--- config.mk ---
export PLATFORM = sky130hd
export DESIGN_NAME = muldiv_sequencer_flat
export DESIGN_NICKNAME = d
export VERILOG_FILES = /design/src/rtl/muldiv_sequencer_if.sv /design/src/rtl/muldiv_sequencer.sv /design/src/flat_wrapper.sv
export SDC_FILE = /design/constraint.sdc
export NUM_CORES = 1
export LEC_CHECK = 0
export ABC_CLOCK_PERIOD_IN_PS = 5300
export CAP_MARGIN = 10
export CORE_ASPECT_RATIO = 0.5
export CORE_MARGIN = 2
export CORE_UTILIZATION = 35
export CTS_CLUSTER_DIAMETER = 120
export CTS_CLUSTER_SIZE = 10
export DETAILED_ROUTE_END_ITERATION = 12
export GPL_TIMING_DRIVEN = 0
export HOLD_SLACK_MARGIN = 0.08
export SKIP_LAST_GASP = 1
export SLEW_MARGIN = 20
export SYNTH_ARGS = -nofsm -noshare
export SYNTH_HDL_FRONTEND = slang
export SYNTH_SLANG_ARGS = --single-unit
--- constraint.sdc ---
create_clock -name clk -period 5.3 [get_ports clk]
set_input_delay 1.59 -clock clk [delete_from_list [all_inputs] [get_ports clk]]
set_output_delay 1.59 -clock clk [all_outputs]
set_load 0.05 [all_outputs]
--- src/rtl/muldiv_sequencer_if.sv ---
// -----------------------------------------------------------------------------
// muldiv_sequencer_if
// Request/response bundle between the execute stage and the RV32M multi-cycle
// multiply/divide sequencer.
//
// Signals:
//   in_valid   request valid (master -> slave)
//   in_ready   sequencer idle and able to accept (slave -> master)
//   op_onehot  [0]mul [1]mulh [2]mulhsu [3]mulhu [4]div [5]divu [6]rem [7]remu
//   rs1_val    operand A / dividend
//   rs2_val    operand B / divisor
//   flush      synchronous pipeline abort
//   busy       operation in flight
//   out_valid  one-cycle result pulse
//   result     result value, held until the next out_valid
//
// Modports: master (execute stage / testbench), slave (sequencer).
// -----------------------------------------------------------------------------
interface muldiv_sequencer_if #(
  parameter int XLEN = 32
);
  logic            in_valid;
  logic            in_ready;
  logic [7:0]      op_onehot;
  logic [XLEN-1:0] rs1_val;
  logic [XLEN-1:0] rs2_val;
  logic            flush;
  logic            busy;
  logic            out_valid;
  logic [XLEN-1:0] result;

  modport master (
    output in_valid, op_onehot, rs1_val, rs2_val, flush,
    input  in_ready, busy, out_valid, result
  );

  modport slave (
    input  in_valid, op_onehot, rs1_val, rs2_val, flush,
    output in_ready, busy, out_valid, result
  );
endinterface

--- src/rtl/muldiv_sequencer.sv ---
// -----------------------------------------------------------------------------
// muldiv_sequencer
// Multi-cycle execution controller for the RV32M multiply/divide instructions.
// A request is latched on the in_valid/in_ready handshake; the block then runs
// an iterative shift-add multiply or restoring divide on operand magnitudes
// for XLEN cycles, fixes the sign and picks the result part, and returns the
// result with a single-cycle out_valid pulse. Divide-by-zero and signed
// overflow are resolved at accept time and skip the iteration.
//
// Ports:
//   clk    system clock, rising edge
//   rst_n  asynchronous active-low reset
//   bus    muldiv_sequencer_if.slave (handshake, operands, flush, result)
//
// Optional build macro:
//   MULDIV_FAST_MUL_EN  multiply ops use a single-cycle sign-extended
//                       multiplier (IDLE -> DONE); divide timing unchanged.
// -----------------------------------------------------------------------------
module muldiv_sequencer #(
  parameter int XLEN = 32
) (
  input  logic               clk,
  input  logic               rst_n,
  muldiv_sequencer_if.slave  bus
);

  localparam int CNT_W = $clog2(XLEN);
  localparam logic [XLEN-1:0] MIN_NEG = {1'b1, {(XLEN-1){1'b0}}};

  typedef enum logic [1:0] {
    IDLE,
    RUN,
    FIX,
    DONE
  } state_t;

  state_t            state_q, state_d;
  logic [7:0]        op_q, op_d;
  logic [XLEN-1:0]   opA_q, opA_d;
  logic [XLEN-1:0]   opB_q, opB_d;
  logic              negQ_q, negQ_d;
  logic              negR_q, negR_d;
  logic [2*XLEN-1:0] mulAcc_q, mulAcc_d;
  logic [XLEN-1:0]   divRem_q, divRem_d;
  logic [XLEN-1:0]   divQuo_q, divQuo_d;
  logic [CNT_W-1:0]  cnt_q, cnt_d;
  logic [XLEN-1:0]   result_q, result_d;

  // Request decode: sign handling, magnitudes and the special divide cases
  // are all derived from the live inputs so they can be latched at accept.
  logic [7:0]      opIn;
  logic            oneHot;
  logic            accept;
  logic            sgnA, sgnB, negA, negB;
  logic [XLEN-1:0] magA, magB;
  logic            isDivIn, divZero, divOvf, special;
  logic [XLEN-1:0] specialRes;

  always_comb begin
    opIn       = bus.op_onehot;
    oneHot     = (opIn != 8'd0) && ((opIn & (opIn - 8'd1)) == 8'd0);
    accept     = bus.in_valid && (state_q == IDLE) && oneHot && !bus.flush;
    sgnA       = opIn[1] | opIn[2] | opIn[4] | opIn[6];
    sgnB       = opIn[1] | opIn[4] | opIn[6];
    negA       = sgnA & bus.rs1_val[XLEN-1];
    negB       = sgnB & bus.rs2_val[XLEN-1];
    magA       = negA ? -bus.rs1_val : bus.rs1_val;
    magB       = negB ? -bus.rs2_val : bus.rs2_val;
    isDivIn    = |opIn[7:4];
    divZero    = (bus.rs2_val == '0);
    divOvf     = (opIn[4] | opIn[6]) && (bus.rs1_val == MIN_NEG) && (bus.rs2_val == '1);
    special    = isDivIn && (divZero || divOvf);
    if (opIn[4] | opIn[5]) begin
      specialRes = divZero ? '1 : MIN_NEG;
    end else begin
      specialRes = divZero ? bus.rs1_val : '0;
    end
  end

`ifdef MULDIV_FAST_MUL_EN
  // Single-cycle multiplier: operands sign-extended to 2*XLEN bits so the
  // modulo-2^(2*XLEN) product matches the iterative result for every variant.
  logic              fastMul;
  logic [2*XLEN-1:0] fastA, fastB, fastP;
  logic [XLEN-1:0]   fastRes;

  always_comb begin
    fastMul = |opIn[3:0];
    fastA   = {{XLEN{negA}}, bus.rs1_val};
    fastB   = {{XLEN{negB}}, bus.rs2_val};
    fastP   = fastA * fastB;
    fastRes = opIn[0] ? fastP[XLEN-1:0] : fastP[2*XLEN-1:XLEN];
  end
`endif

  // One iteration of each datapath. Multiply adds the multiplicand into the
  // upper half when the current multiplier bit is set, then shifts right.
  // Divide shifts in the next dividend bit and keeps the trial subtraction
  // only when it does not go negative.
  logic [XLEN:0]     mulSum;
  logic [XLEN:0]     divShift, divDiff;
  logic [2*XLEN-1:0] prodFinal;
  logic [XLEN-1:0]   quoFinal, remFinal, fixRes;

  always_comb begin
    mulSum    = {1'b0, mulAcc_q[2*XLEN-1:XLEN]} + {1'b0, opA_q};
    divShift  = {divRem_q, divQuo_q[XLEN-1]};
    divDiff   = divShift - {1'b0, opB_q};
    prodFinal = negQ_q ? -mulAcc_q : mulAcc_q;
    quoFinal  = negQ_q ? -divQuo_q : divQuo_q;
    remFinal  = negR_q ? -divRem_q : divRem_q;
    if (op_q[0]) begin
      fixRes = prodFinal[XLEN-1:0];
    end else if (|op_q[3:1]) begin
      fixRes = prodFinal[2*XLEN-1:XLEN];
    end else if (|op_q[5:4]) begin
      fixRes = quoFinal;
    end else if (|op_q[7:6]) begin
      fixRes = remFinal;
    end else begin
      fixRes = '0;
    end
  end

  // Next-state and datapath control. Every register holds by default; flush
  // in any busy state drops straight back to IDLE without touching result,
  // while DONE always returns to IDLE so its out_valid is never suppressed.
  always_comb begin
    state_d  = state_q;
    op_d     = op_q;
    opA_d    = opA_q;
    opB_d    = opB_q;
    negQ_d   = negQ_q;
    negR_d   = negR_q;
    mulAcc_d = mulAcc_q;
    divRem_d = divRem_q;
    divQuo_d = divQuo_q;
    cnt_d    = cnt_q;
    result_d = result_q;

    case (state_q)
      IDLE: begin
        if (accept) begin
          op_d     = opIn;
          opA_d    = magA;
          opB_d    = magB;
          negQ_d   = negA ^ negB;
          negR_d   = negA;
          mulAcc_d = {{XLEN{1'b0}}, magB};
          divRem_d = '0;
          divQuo_d = magA;
          cnt_d    = CNT_W'(XLEN - 1);
          if (special) begin
            result_d = specialRes;
            state_d  = DONE;
          end
`ifdef MULDIV_FAST_MUL_EN
          else if (fastMul) begin
            result_d = fastRes;
            state_d  = DONE;
          end
`endif
          else begin
            state_d = RUN;
          end
        end
      end

      RUN: begin
        if (bus.flush) begin
          state_d = IDLE;
        end else begin
          if (|op_q[3:0]) begin
            mulAcc_d = mulAcc_q[0] ? {mulSum, mulAcc_q[XLEN-1:1]}
                                   : {1'b0, mulAcc_q[2*XLEN-1:1]};
          end else begin
            divRem_d = divDiff[XLEN] ? divShift[XLEN-1:0] : divDiff[XLEN-1:0];
            divQuo_d = {divQuo_q[XLEN-2:0], ~divDiff[XLEN]};
          end
          if (cnt_q == '0) begin
            state_d = FIX;
          end else begin
            cnt_d = cnt_q - 1'b1;
          end
        end
      end

      FIX: begin
        if (bus.flush) begin
          state_d = IDLE;
        end else begin
          result_d = fixRes;
          state_d  = DONE;
        end
      end

      DONE: begin
        state_d = IDLE;
      end

      default: begin
        state_d = IDLE;
      end
    endcase
  end

  // State and datapath registers, all cleared asynchronously by rst_n.
  always_ff @(posedge clk or negedge rst_n) begin
    if (!rst_n) begin
      state_q  <= IDLE;
      op_q     <= '0;
      opA_q    <= '0;
      opB_q    <= '0;
      negQ_q   <= 1'b0;
      negR_q   <= 1'b0;
      mulAcc_q <= '0;
      divRem_q <= '0;
      divQuo_q <= '0;
      cnt_q    <= '0;
      result_q <= '0;
    end else begin
      state_q  <= state_d;
      op_q     <= op_d;
      opA_q    <= opA_d;
      opB_q    <= opB_d;
      negQ_q   <= negQ_d;
      negR_q   <= negR_d;
      mulAcc_q <= mulAcc_d;
      divRem_q <= divRem_d;
      divQuo_q <= divQuo_d;
      cnt_q    <= cnt_d;
      result_q <= result_d;
    end
  end

  // Status outputs decode straight from the state register so they follow
  // rst_n asynchronously.
  assign bus.in_ready  = (state_q == IDLE);
  assign bus.busy      = (state_q != IDLE);
  assign bus.out_valid = (state_q == DONE);
  assign bus.result    = result_q;

endmodule

--- src/flat_wrapper.sv ---
// flat-port wrapper written by rule: the top's interface ports become plain ports
module muldiv_sequencer_flat 
#(
  parameter int XLEN = 32
)
  (clk, rst_n, bus_in_valid, bus_op_onehot, bus_rs1_val, bus_rs2_val, bus_flush, bus_in_ready, bus_busy, bus_out_valid, bus_result);
  muldiv_sequencer_if #(.XLEN(XLEN)) bus_i ();
  input  logic clk;
  input  logic rst_n;
  input wire logic [$bits(bus_i.in_valid)-1:0] bus_in_valid;
  input wire logic [$bits(bus_i.op_onehot)-1:0] bus_op_onehot;
  input wire logic [$bits(bus_i.rs1_val)-1:0] bus_rs1_val;
  input wire logic [$bits(bus_i.rs2_val)-1:0] bus_rs2_val;
  input wire logic [$bits(bus_i.flush)-1:0] bus_flush;
  output wire logic [$bits(bus_i.in_ready)-1:0] bus_in_ready;
  output wire logic [$bits(bus_i.busy)-1:0] bus_busy;
  output wire logic [$bits(bus_i.out_valid)-1:0] bus_out_valid;
  output wire logic [$bits(bus_i.result)-1:0] bus_result;
  assign bus_i.in_valid = bus_in_valid;
  assign bus_i.op_onehot = bus_op_onehot;
  assign bus_i.rs1_val = bus_rs1_val;
  assign bus_i.rs2_val = bus_rs2_val;
  assign bus_i.flush = bus_flush;
  assign bus_in_ready = bus_i.in_ready;
  assign bus_busy = bus_i.busy;
  assign bus_out_valid = bus_i.out_valid;
  assign bus_result = bus_i.result;
  muldiv_sequencer #(.XLEN(XLEN)) u_core (.clk(clk), .rst_n(rst_n), .bus(bus_i));
endmodule
Word-level counts from Yosys, hierarchy flattened
Cells that the tools add are included.
{"block": "totals", "reg_bits": 241, "in_bits": 76, "out_inout_bits": 35, "elab_cells": 113}
{"block": "classes", "add_sub_neg": 9, "n_eq_ne": 13, "muxes": 40, "bitwise": 12, "reduce_logical": 28}
{"operator": "$mux 32", "n": 20}
{"operator": "$mux 64", "n": 5}
{"operator": "$pmux 32 s2", "n": 3}
{"operator": "$neg 32->32", "n": 4}
{"operator": "$pmux 64 s2", "n": 1}
{"operator": "$eq 32x32->1 const B", "n": 2}
{"operator": "$neg 64->64", "n": 1}
{"operator": "$add 32x32->33", "n": 1}
{"operator": "$sub 33x32->33", "n": 1}
{"operator": "$logic_not 32->1", "n": 1}
{"operator": "$mux 31", "n": 1}
{"operator": "$reduce_and 4->1", "n": 4}
{"operator": "$mux 5", "n": 3}
{"operator": "$mux 2", "n": 5}
{"operator": "$pmux 5 s2", "n": 1}
{"operator": "$and 8x8->8", "n": 1}
{"operator": "$logic_not 8->1", "n": 1}
{"operator": "$ne 2x2->1 const B", "n": 4}
{"operator": "$pmux 2 s4", "n": 1}
{"operator": "$reduce_bool 8->1", "n": 1}
{"operator": "$reduce_or 4->1", "n": 2}
{"operator": "$sub 8x1->8 const B", "n": 1}
{"operator": "$logic_and 1x1->1", "n": 7}
{"operator": "$or 1x1->1", "n": 7}
{"operator": "other kinds (16)", "n": 24}

Depth between registers and ports, before layout
Gate-level depths: netlist (run 1).
{"block": "depth", "depth_word": 8, "depth_mapped": 13, "ltp_nobuf": 12}

Worst setup path after synthesis (run 1)
No wires, ideal clock.
{"block": "synth_path", "path_kind": "input-to-reg", "from": "in bus_rs1_val[0]", "to": "reg u_core.result_q[25] (netlist: u_core.bus.result[25])", "setup_ps": 126, "arrival_time_ps": 3802, "required_ps": 5174, "setup_slack_ps": 1372, "stages": 10, "n_path_buf": 0, "cell_sequence": "inv_1 -> ha_1 -> or3b_2 -> nor4_2 -> and4_1 -> nand2_1 -> nor2_1 -> o2111ai_2 -> a21o_1 -> a221o_1"}
{"block": "synth_between", "elab_chain_len": 7}
{"element": "start, declared", "line_no": "flat_wrapper.sv:12", "rtl": "input wire logic [$bits(bus_i.rs1_val)-1:0] bus_rs1_val;"}
{"element": "$eq 32x32->1", "line_no": "muldiv_sequencer.sv:71", "rtl": "divOvf = (opIn[4] | opIn[6]) && (bus.rs1_val == MIN_NEG) && (bus.rs2_val == '1);"}
{"element": "$logic_and 1x1->1 (2 in series)", "line_no": "muldiv_sequencer.sv:71"}
{"element": "$logic_or 1x1->1", "line_no": "muldiv_sequencer.sv:72", "rtl": "special = isDivIn && (divZero || divOvf);"}
{"element": "$logic_and 1x1->1", "line_no": "muldiv_sequencer.sv:72"}
{"element": "$ne 2x1->1 (no source line)"}
{"element": "$reduce_and 4->1 (no source line)"}
{"element": "end signal, assigned", "line_no": "muldiv_sequencer.sv:232", "rtl": "result_q <= result_d;"}
{"element": "end, declared", "line_no": "muldiv_sequencer.sv:47", "rtl": "logic [XLEN-1:0] result_q, result_d;"}
Every way passes these cells.
A chain may end at the register's enable or synchronous reset.

Final worst setup path (run 1)
{"block": "layout_path", "from": "in bus_op_onehot[2]", "to": "reg u_core.opA_q[0]"}
{"block": "layout_between", "elab_chain_len": 7, "elab_cells_between_ends": 13, "cone_classes": "1 x add/sub; 1 x mux; 5 x bitwise; 6 x reduce/logical"}
{"element": "start, declared", "line_no": "flat_wrapper.sv:11", "rtl": "input wire logic [$bits(bus_i.op_onehot)-1:0] bus_op_onehot;"}
{"element": "$sub 8x1->8", "line_no": "muldiv_sequencer.sv:61", "rtl": "oneHot = (opIn != 8'd0) && ((opIn & (opIn - 8'd1)) == 8'd0);"}
{"element": "$and 8x8->8", "line_no": "muldiv_sequencer.sv:61"}
{"element": "$logic_not 8->1", "line_no": "muldiv_sequencer.sv:61"}
{"element": "$logic_and 1x1->1", "line_no": "muldiv_sequencer.sv:61"}
{"element": "$logic_and 1x1->1 (2 in series)", "line_no": "muldiv_sequencer.sv:62", "rtl": "accept = bus.in_valid && (state_q == IDLE) && oneHot && !bus.flush;"}
{"element": "$reduce_and 2->1 (no source line)"}
{"element": "end signal, assigned", "line_no": "muldiv_sequencer.sv:224", "rtl": "opA_q <= opA_d;"}
{"element": "end, declared", "line_no": "muldiv_sequencer.sv:39", "rtl": "logic [XLEN-1:0] opA_q, opA_d;"}
Parallel ways exist; a longest one is shown, timed or not.

==> results.sh, run 1 <==
export IMPL_run_status="finished, final reports clean"
export IMPL_synth_ff_type="dfrtp_1"
export IMPL_ys_warn_count=0
export IMPL_postCtsSetupBuffers=0
export IMPL_nFillCells=5495
export IMPL_synthCells=2396
export IMPL_worstSkewPairLatency_ns=0.57
export IMPL_drive_gt1_frac=0.0441
export IMPL_timing_final_crit_period_ns=5.18
export IMPL_overflow=0
export IMPL_finalSetupViolCount=0
export IMPL_port_buffers=109
export IMPL_synth_top_area_frac=0.314
export IMPL_slowest_stage="clkbuf_1"
export IMPL_routed_via_count=19700
export IMPL_async_reset_ff_frac=1.00
export IMPL_drtPass1Iterations=6
export IMPL_pwr_share_clk=0.151
export IMPL_post_cts_resized=0
export IMPL_die_width_um=335
export IMPL_wirelength_um=79700
export IMPL_seq_area_mm2=0.00603
export IMPL_layout_commonest_cell="o21ai_0"
export IMPL_synth_area_leaders="dfrtp_1 (31%), o21ai_0 (8.7%), nand2_1 (6.4%)"
export IMPL_rows=60
export IMPL_drv_slew=0
export IMPL_critPathKind="in2reg"
export IMPL_ys_ff_latch=241
export IMPL_cts_tree="done"
export IMPL_post_route_drc_count=0
export IMPL_core_area_mm2=0.0540
export IMPL_combPwrFrac=0.570
export IMPL_ant_nets=0
export IMPL_r2r_slack_ns=1.18
export IMPL_rsz0062_at_grt="no"
export IMPL_synth_seq_area_share=0.314
export IMPL_p_sw_frac=0.503
export IMPL_syn_avg_cell_area_um2=8.00
export IMPL_placed_cell_area_mm2=0.0212
export IMPL_initial_utilization=0.355
export IMPL_hold_viol_final=0
export IMPL_cp_arrival_ns=5.58
export IMPL_leakage_nw=9.08
export IMPL_grt_usage=0.275
export IMPL_cp_required_ns=5.70
export IMPL_nets=2687
export IMPL_syn_cell_area_mm2=0.0192
export IMPL_dieArea_mm2=0.0568
export IMPL_fmax_mhz=193
export IMPL_min_delay_start="u_core.opB_q[20]"
export IMPL_antenna_found_initial=2
export IMPL_pin_count=111
export IMPL_gp_congestion=1.03
export IMPL_grt_pass1_wl_um=118000
export IMPL_worstSetupEndpointType="register"
export IMPL_synth_edf_count=0
export IMPL_start_kind="input pin"
export IMPL_rr_startpoint="u_core.mulAcc_q[0]"
export IMPL_use_met1=0.408
export IMPL_maxCapViolCount=0
export IMPL_p_switching_mw=5.82
export IMPL_via_per_inst=6.04
export IMPL_final_cell_area_mm2=0.0220
export IMPL_clockBufferDepth=3
export IMPL_crit_path_max_incr_delay_ns=0.84
export IMPL_vdd_ir_drop_max_v=0.000206
export IMPL_synth_distinct_cells=87
export IMPL_busiest_layer="met1"
export IMPL_hpwl_um=63100
export IMPL_layout_common_cells="o21ai_0 (333), nand2_1 (329), dfrtp_1 (241), a21oi_1 (140), nor2_1 (137)"
export IMPL_cts_clk_slew_worst_paths_ns=0.06
export IMPL_fin_util=0.407
export IMPL_grt_max_degree=93
export IMPL_drt_iter0_markers=2400
export IMPL_tightest_slew_ns=1.16
export IMPL_syn_nets=2546
export IMPL_cts_buffers=28
export IMPL_finalCritPeriodShare=0.977
export IMPL_gr_usage_met3=0.0544
export IMPL_clockRootBuffer="clkbuf_16"
export IMPL_die_h_um=170
export IMPL_p_seq_frac=0.279
export IMPL_grt_use_met2=0.402
export IMPL_crit_chain="clkdlybuf4s50_1 -> nor4_1 -> xnor2_1 -> a22oi_1 -> o21ai_1 -> nand2_1 -> buf_1 -> clkbuf_1 -> o21ai_0"
export IMPL_critPathMaxFanout=10
export IMPL_min_path_type="reg2reg"
export IMPL_htreeDepth=1
export IMPL_first_global_vias=18300
export IMPL_area_delta_synth_final_pct=14.6
export IMPL_post_drt_wl_per_cell_um=24.5
export IMPL_multi_input_area_mm2=0.0122
export IMPL_p_per_area_mw_per_mm2=526
export IMPL_cts_hold_buf=0
export IMPL_critPathLaunch="bus_op_onehot[2]"
export IMPL_yosys_area_top_type="dfrtp_1"
export IMPL_p_int_mw=5.74
export IMPL_slew_headroom=0.226
export IMPL_clock_sinks=241
export IMPL_clock_skew_ns=0.0237
[worst max-delay path, delay by kind of cell]
family / cells / cell delay, ns
XOR/XNOR: 1 / 0.12
AO/OA/AOI/OAI: 3 / 0.59
buffers and inverters: 3 / 2.09
AND/OR/NAND/NOR: 2 / 1.17
[synth_stat cells, drive strengths merged (7+ instances only)]
master    n
or2      15
mux2i    48
o21bai    7
and3     17
mux2     13
dfrtp   241
or3      25
nor4b     8
buf      34
o21ai   341
a21oi   141
o221ai   25
a21o     49
or4      25
inv      67
o41ai    23
xor2    115
nor2    137
nor2b    21
nand3    60
and2      8
nor4     20
ha       72
nor3     52
nand4    28
a31oi    37
a211oi   10
o211ai   31
o22ai    16
o21a     17
o31ai    41
nand2   329
nand2b   18
xnor2   111
clkbuf  119
[logic make-up after synthesis]
logic type	after synthesis	synth area share
buffers and inverters	220	0.0497
flip-flops	241	0.314
AO/OA/AOI/OAI	790	0.253
AND/OR/NAND/NOR	783	0.197
adder cells (fa/ha/maj)	75	0.0496
XOR/XNOR	226	0.103
multiplexers	61	0.0327
[flip-flops by register name (all words and copies together) (netlist names)]
name	count
u_core.cnt_q	5
u_core.state_q	2
u_core.opA_q	32
u_core.mulAcc_q	64
u_core.bus.result	32
u_core.negR_q	1
u_core.divRem_q	32
u_core.opB_q	32
u_core.divQuo_q	32
u_core.op_q	8
u_core.negQ_q	1
[path summary, 6_finish.rpt]
kind	endpoint	cells past startpoint
setup / recovery	u_core.opA_q[0]	9
hold / removal	u_core.opB_q[20]	2
setup reg to reg	u_core.bus.result[14]	12
hold reg to reg	u_core.opB_q[20]	2
max in group asynchronous	u_core.opB_q[17]	2
min in group asynchronous	u_core.cnt_q[3]	1
[area by class of cell]
| type | instances | area share |
|---|---|---|
| clock buffer | 30 | 0.0332 |
| antenna | 3 | 0.000342 |
| multi-input combinational | 1935 | 0.555 |
| timing repair buffer | 111 | 0.0524 |
| sequential | 241 | 0.274 |
| tap | 713 | 0.0406 |
| clock inverter | 1 | 0.000399 |
| buffer | 153 | 0.0321 |
| inverter | 67 | 0.0114 |
[routing by layer]
metal | part of all wire | up-vias
met4 | 0.030 | 2
met3 | 0.095 | 123
met1 | 0.46 | 9670
li1 | - | 8931
met2 | 0.41 | 939
met5 | 0.00013 | -
[through the flow]
| stage | std cells | setup TNS, ns | hold WS, ns | setup WS [ns] | total power, mW |
|---|---|---|---|---|---|
| detailed placement | 3220 | -14.43 | 0.465 | -0.561 | 9.62 |
| floorplan | 2396 | 0 | 0.450 | 1.37 | 7.45 |
| finish | 3254 | 0 | 0.478 | 0.121 | 11.6 |
| global route | 3251 | 0 | 0.504 | 0.130 | 12.3 |
| CTS | 3251 | 0 | 0.480 | 0.0264 | 11.4 |
| global placement | 3218 | -1994.04 | 0.463 | -8.25 | 9.58 |
[power by group through the flow]
stage	registers, mW	logic, mW	clock network (mW)
6_report	3.23	6.58	1.75
5_1_grt	3.29	7.13	1.84
4_1_cts	3.20	6.43	1.76
3_5_place_dp	3.22	6.39	0
3_3_place_gp	3.21	6.36	0
2_1_floorplan	3.30	4.15	0
Power figures use the tool's default switching activity.
==> run 2, diff against run 1 <==
Settings changed: CAP_MARGIN 10 to 20, TNS_END_PERCENT set to 20.
==> run 2 against run 1 <==
Against the previous run:
- the flow now finishes with violations (setup timing)
- worst setup slack got worse by 0.38 ns
- critical path type unchanged
- non-clock buffer count did not move
- flip-flop and latch count did not move
- register-to-register slack got worse by 0.02 ns
- core utilization barely moved
- largest power group unchanged
- wire length fell by 0.15%
- power fell by 0.10%
==> results.sh, run 2 (synthesis results as in run 1) <==
export IMPL_grt_usage=0.275
export IMPL_gp_congestion=1.03
export IMPL_post_drt_wl_per_cell_um=24.5
export IMPL_area_delta_synth_final_pct=14.6
export IMPL_cts_buffers=28
export IMPL_slew_headroom=0.234
export IMPL_hold_viol_final=0
export IMPL_cp_required_ns=5.70
export IMPL_nFillCells=5491
export IMPL_cts_hold_buf=0
export IMPL_die_width_um=335
export IMPL_drtPass1Iterations=6
export IMPL_cp_arrival_ns=5.96
export IMPL_htreeDepth=1
export IMPL_placed_cell_area_mm2=0.0212
export IMPL_finalSetupViolCount=4
export IMPL_post_place_ws_ns=-0.561
export IMPL_die_h_um=170
export IMPL_fin_ws_ns=-0.260
export IMPL_grt_pass1_wl_um=118000
export IMPL_overflow=0
export IMPL_start_kind="input pin"
export IMPL_pin_count=111
export IMPL_layout_common_cells="o21ai_0 (333), nand2_1 (329), dfrtp_1 (241), a21oi_1 (140), nor2_1 (137)"
export IMPL_drive_gt1_frac=0.0437
export IMPL_antenna_found_initial=2
export IMPL_timing_final_crit_period_ns=5.56
export IMPL_vdd_ir_drop_max_v=0.000205
export IMPL_multi_input_area_mm2=0.0122
export IMPL_cts_tree="done"
export IMPL_dieArea_mm2=0.0568
export IMPL_clockBufferDepth=3
export IMPL_p_per_area_mw_per_mm2=525
export IMPL_maxCapViolCount=0
export IMPL_leakage_nw=9.08
export IMPL_grt_max_degree=93
export IMPL_seq_area_mm2=0.00603
export IMPL_core_area_mm2=0.0540
export IMPL_wirelength_um=79600
export IMPL_port_buffers=109
export IMPL_largest_register="u_core.mulAcc_q"
export IMPL_finalCritPeriodShare=1.05
export IMPL_nets=2687
export IMPL_worstSetupEndpointType="register"
export IMPL_rows=60
export IMPL_worstSkewPairLatency_ns=0.57
export IMPL_first_global_vias=18300
export IMPL_run_status="finished with violations"
export IMPL_fmax_mhz=180
export IMPL_violations="setup timing"
export IMPL_final_cell_area_mm2=0.0220
export IMPL_ant_nets=0
export IMPL_postCtsSetupBuffers=0
export IMPL_clockRootBuffer="clkbuf_16"
export IMPL_timing_hold_ws_ns=0.478
export IMPL_critPathMaxFanout=10
export IMPL_clock_skew_ns=0.0279
export IMPL_drv_slew=0
export IMPL_tightest_slew_ns=1.15
export IMPL_totalPowerFinal_mw=11.5
export IMPL_via_per_inst=6.01
export IMPL_layout_commonest_cell="o21ai_0"
export IMPL_drt_iter0_markers=2496
export IMPL_largest_reg_flops=64
export IMPL_post_cts_resized=0
export IMPL_rsz0062_at_grt="yes"
export IMPL_post_route_drc_count=0
export IMPL_routed_via_count=19600
export IMPL_min_path_type="reg2reg"
export IMPL_critPathKind="in2reg"
export IMPL_hpwl_um=63100
export IMPL_cts_clk_slew_worst_paths_ns=0.06
export IMPL_clock_sinks=241
export IMPL_initial_utilization=0.355
## run 2: cell types whose count changed in the layout (fill, tap and decap cells not counted)
cell,delta
clkbuf_2,-1
clkdlybuf4s15_1,+1
## run 2: through the flow
stage           util  cells  setup TNS (ns)
6_report       0.407   3254          -0.287
5_1_grt        0.407   3251          -0.146
3_3_place_gp   0.392   3218        -1994.04
4_1_cts        0.407   3251               0
3_5_place_dp   0.393   3220          -14.43
2_1_floorplan      -   2396               0
## run 2: report_power, final
part           internal [mW]  leakage, nW  switching [mW]  total [mW]
Combinational           2.38         5.55            4.19        6.57
Clock                  0.958        0.363           0.790        1.75
Sequential              2.40         3.17           0.825        3.22
## run 2: final cells by class
| type | count | area share |
|---|---|---|
| repair buffers | 111 | 0.0524 |
| clock inverters | 1 | 0.000399 |
| well taps | 713 | 0.0406 |
| clock buffers | 30 | 0.0332 |
| flip-flops and latches | 241 | 0.274 |
| inverters | 67 | 0.0114 |
| plain buffers | 153 | 0.0323 |
| multi-input cells | 1935 | 0.555 |
| diodes | 3 | 0.000342 |
## run 2: worst paths after layout
check,startpoint,endpoint,slack (ns),cells after the start
setup reg to reg,u_core.mulAcc_q[0],u_core.bus.result[30],1.16,13
max in group asynchronous,rst_n,u_core.opB_q[17],3.38,2
hold / removal,u_core.opB_q[20],u_core.opB_q[20],0.48,2
min in group asynchronous,rst_n,u_core.cnt_q[3],0.99,1
setup / recovery,bus_op_onehot[2],u_core.opB_q[30],-0.26,10
hold reg to reg,u_core.opB_q[20],u_core.opB_q[20],0.48,2
## run 2: worst max-delay path: stages
cell	delay, ns
clkdlybuf4s50_1	0.53
nor4_1	0.52
xnor2_1	0.18
a22oi_1	0.10
o21ai_1	0.39
nand2_1	0.62
clkdlybuf4s15_1	0.83
clkbuf_1	0.51
nor2_1	0.59
a21oi_1	0.08
## run 2: per-layer routing
| metal | up-vias | routed length [µm] | GRT usage | share of wire |
|---|---|---|---|---|
| met3 | 112 | 7930 | 0.0544 | 0.10 |
| met4 | 2 | 2260 | 0.0745 | 0.028 |
| met1 | 9604 | 36400 | 0.408 | 0.46 |
| li1 | 8939 | - | - | - |
| met5 | - | 10 | 0 | 0.00013 |
| met2 | 893 | 33000 | 0.402 | 0.41 |
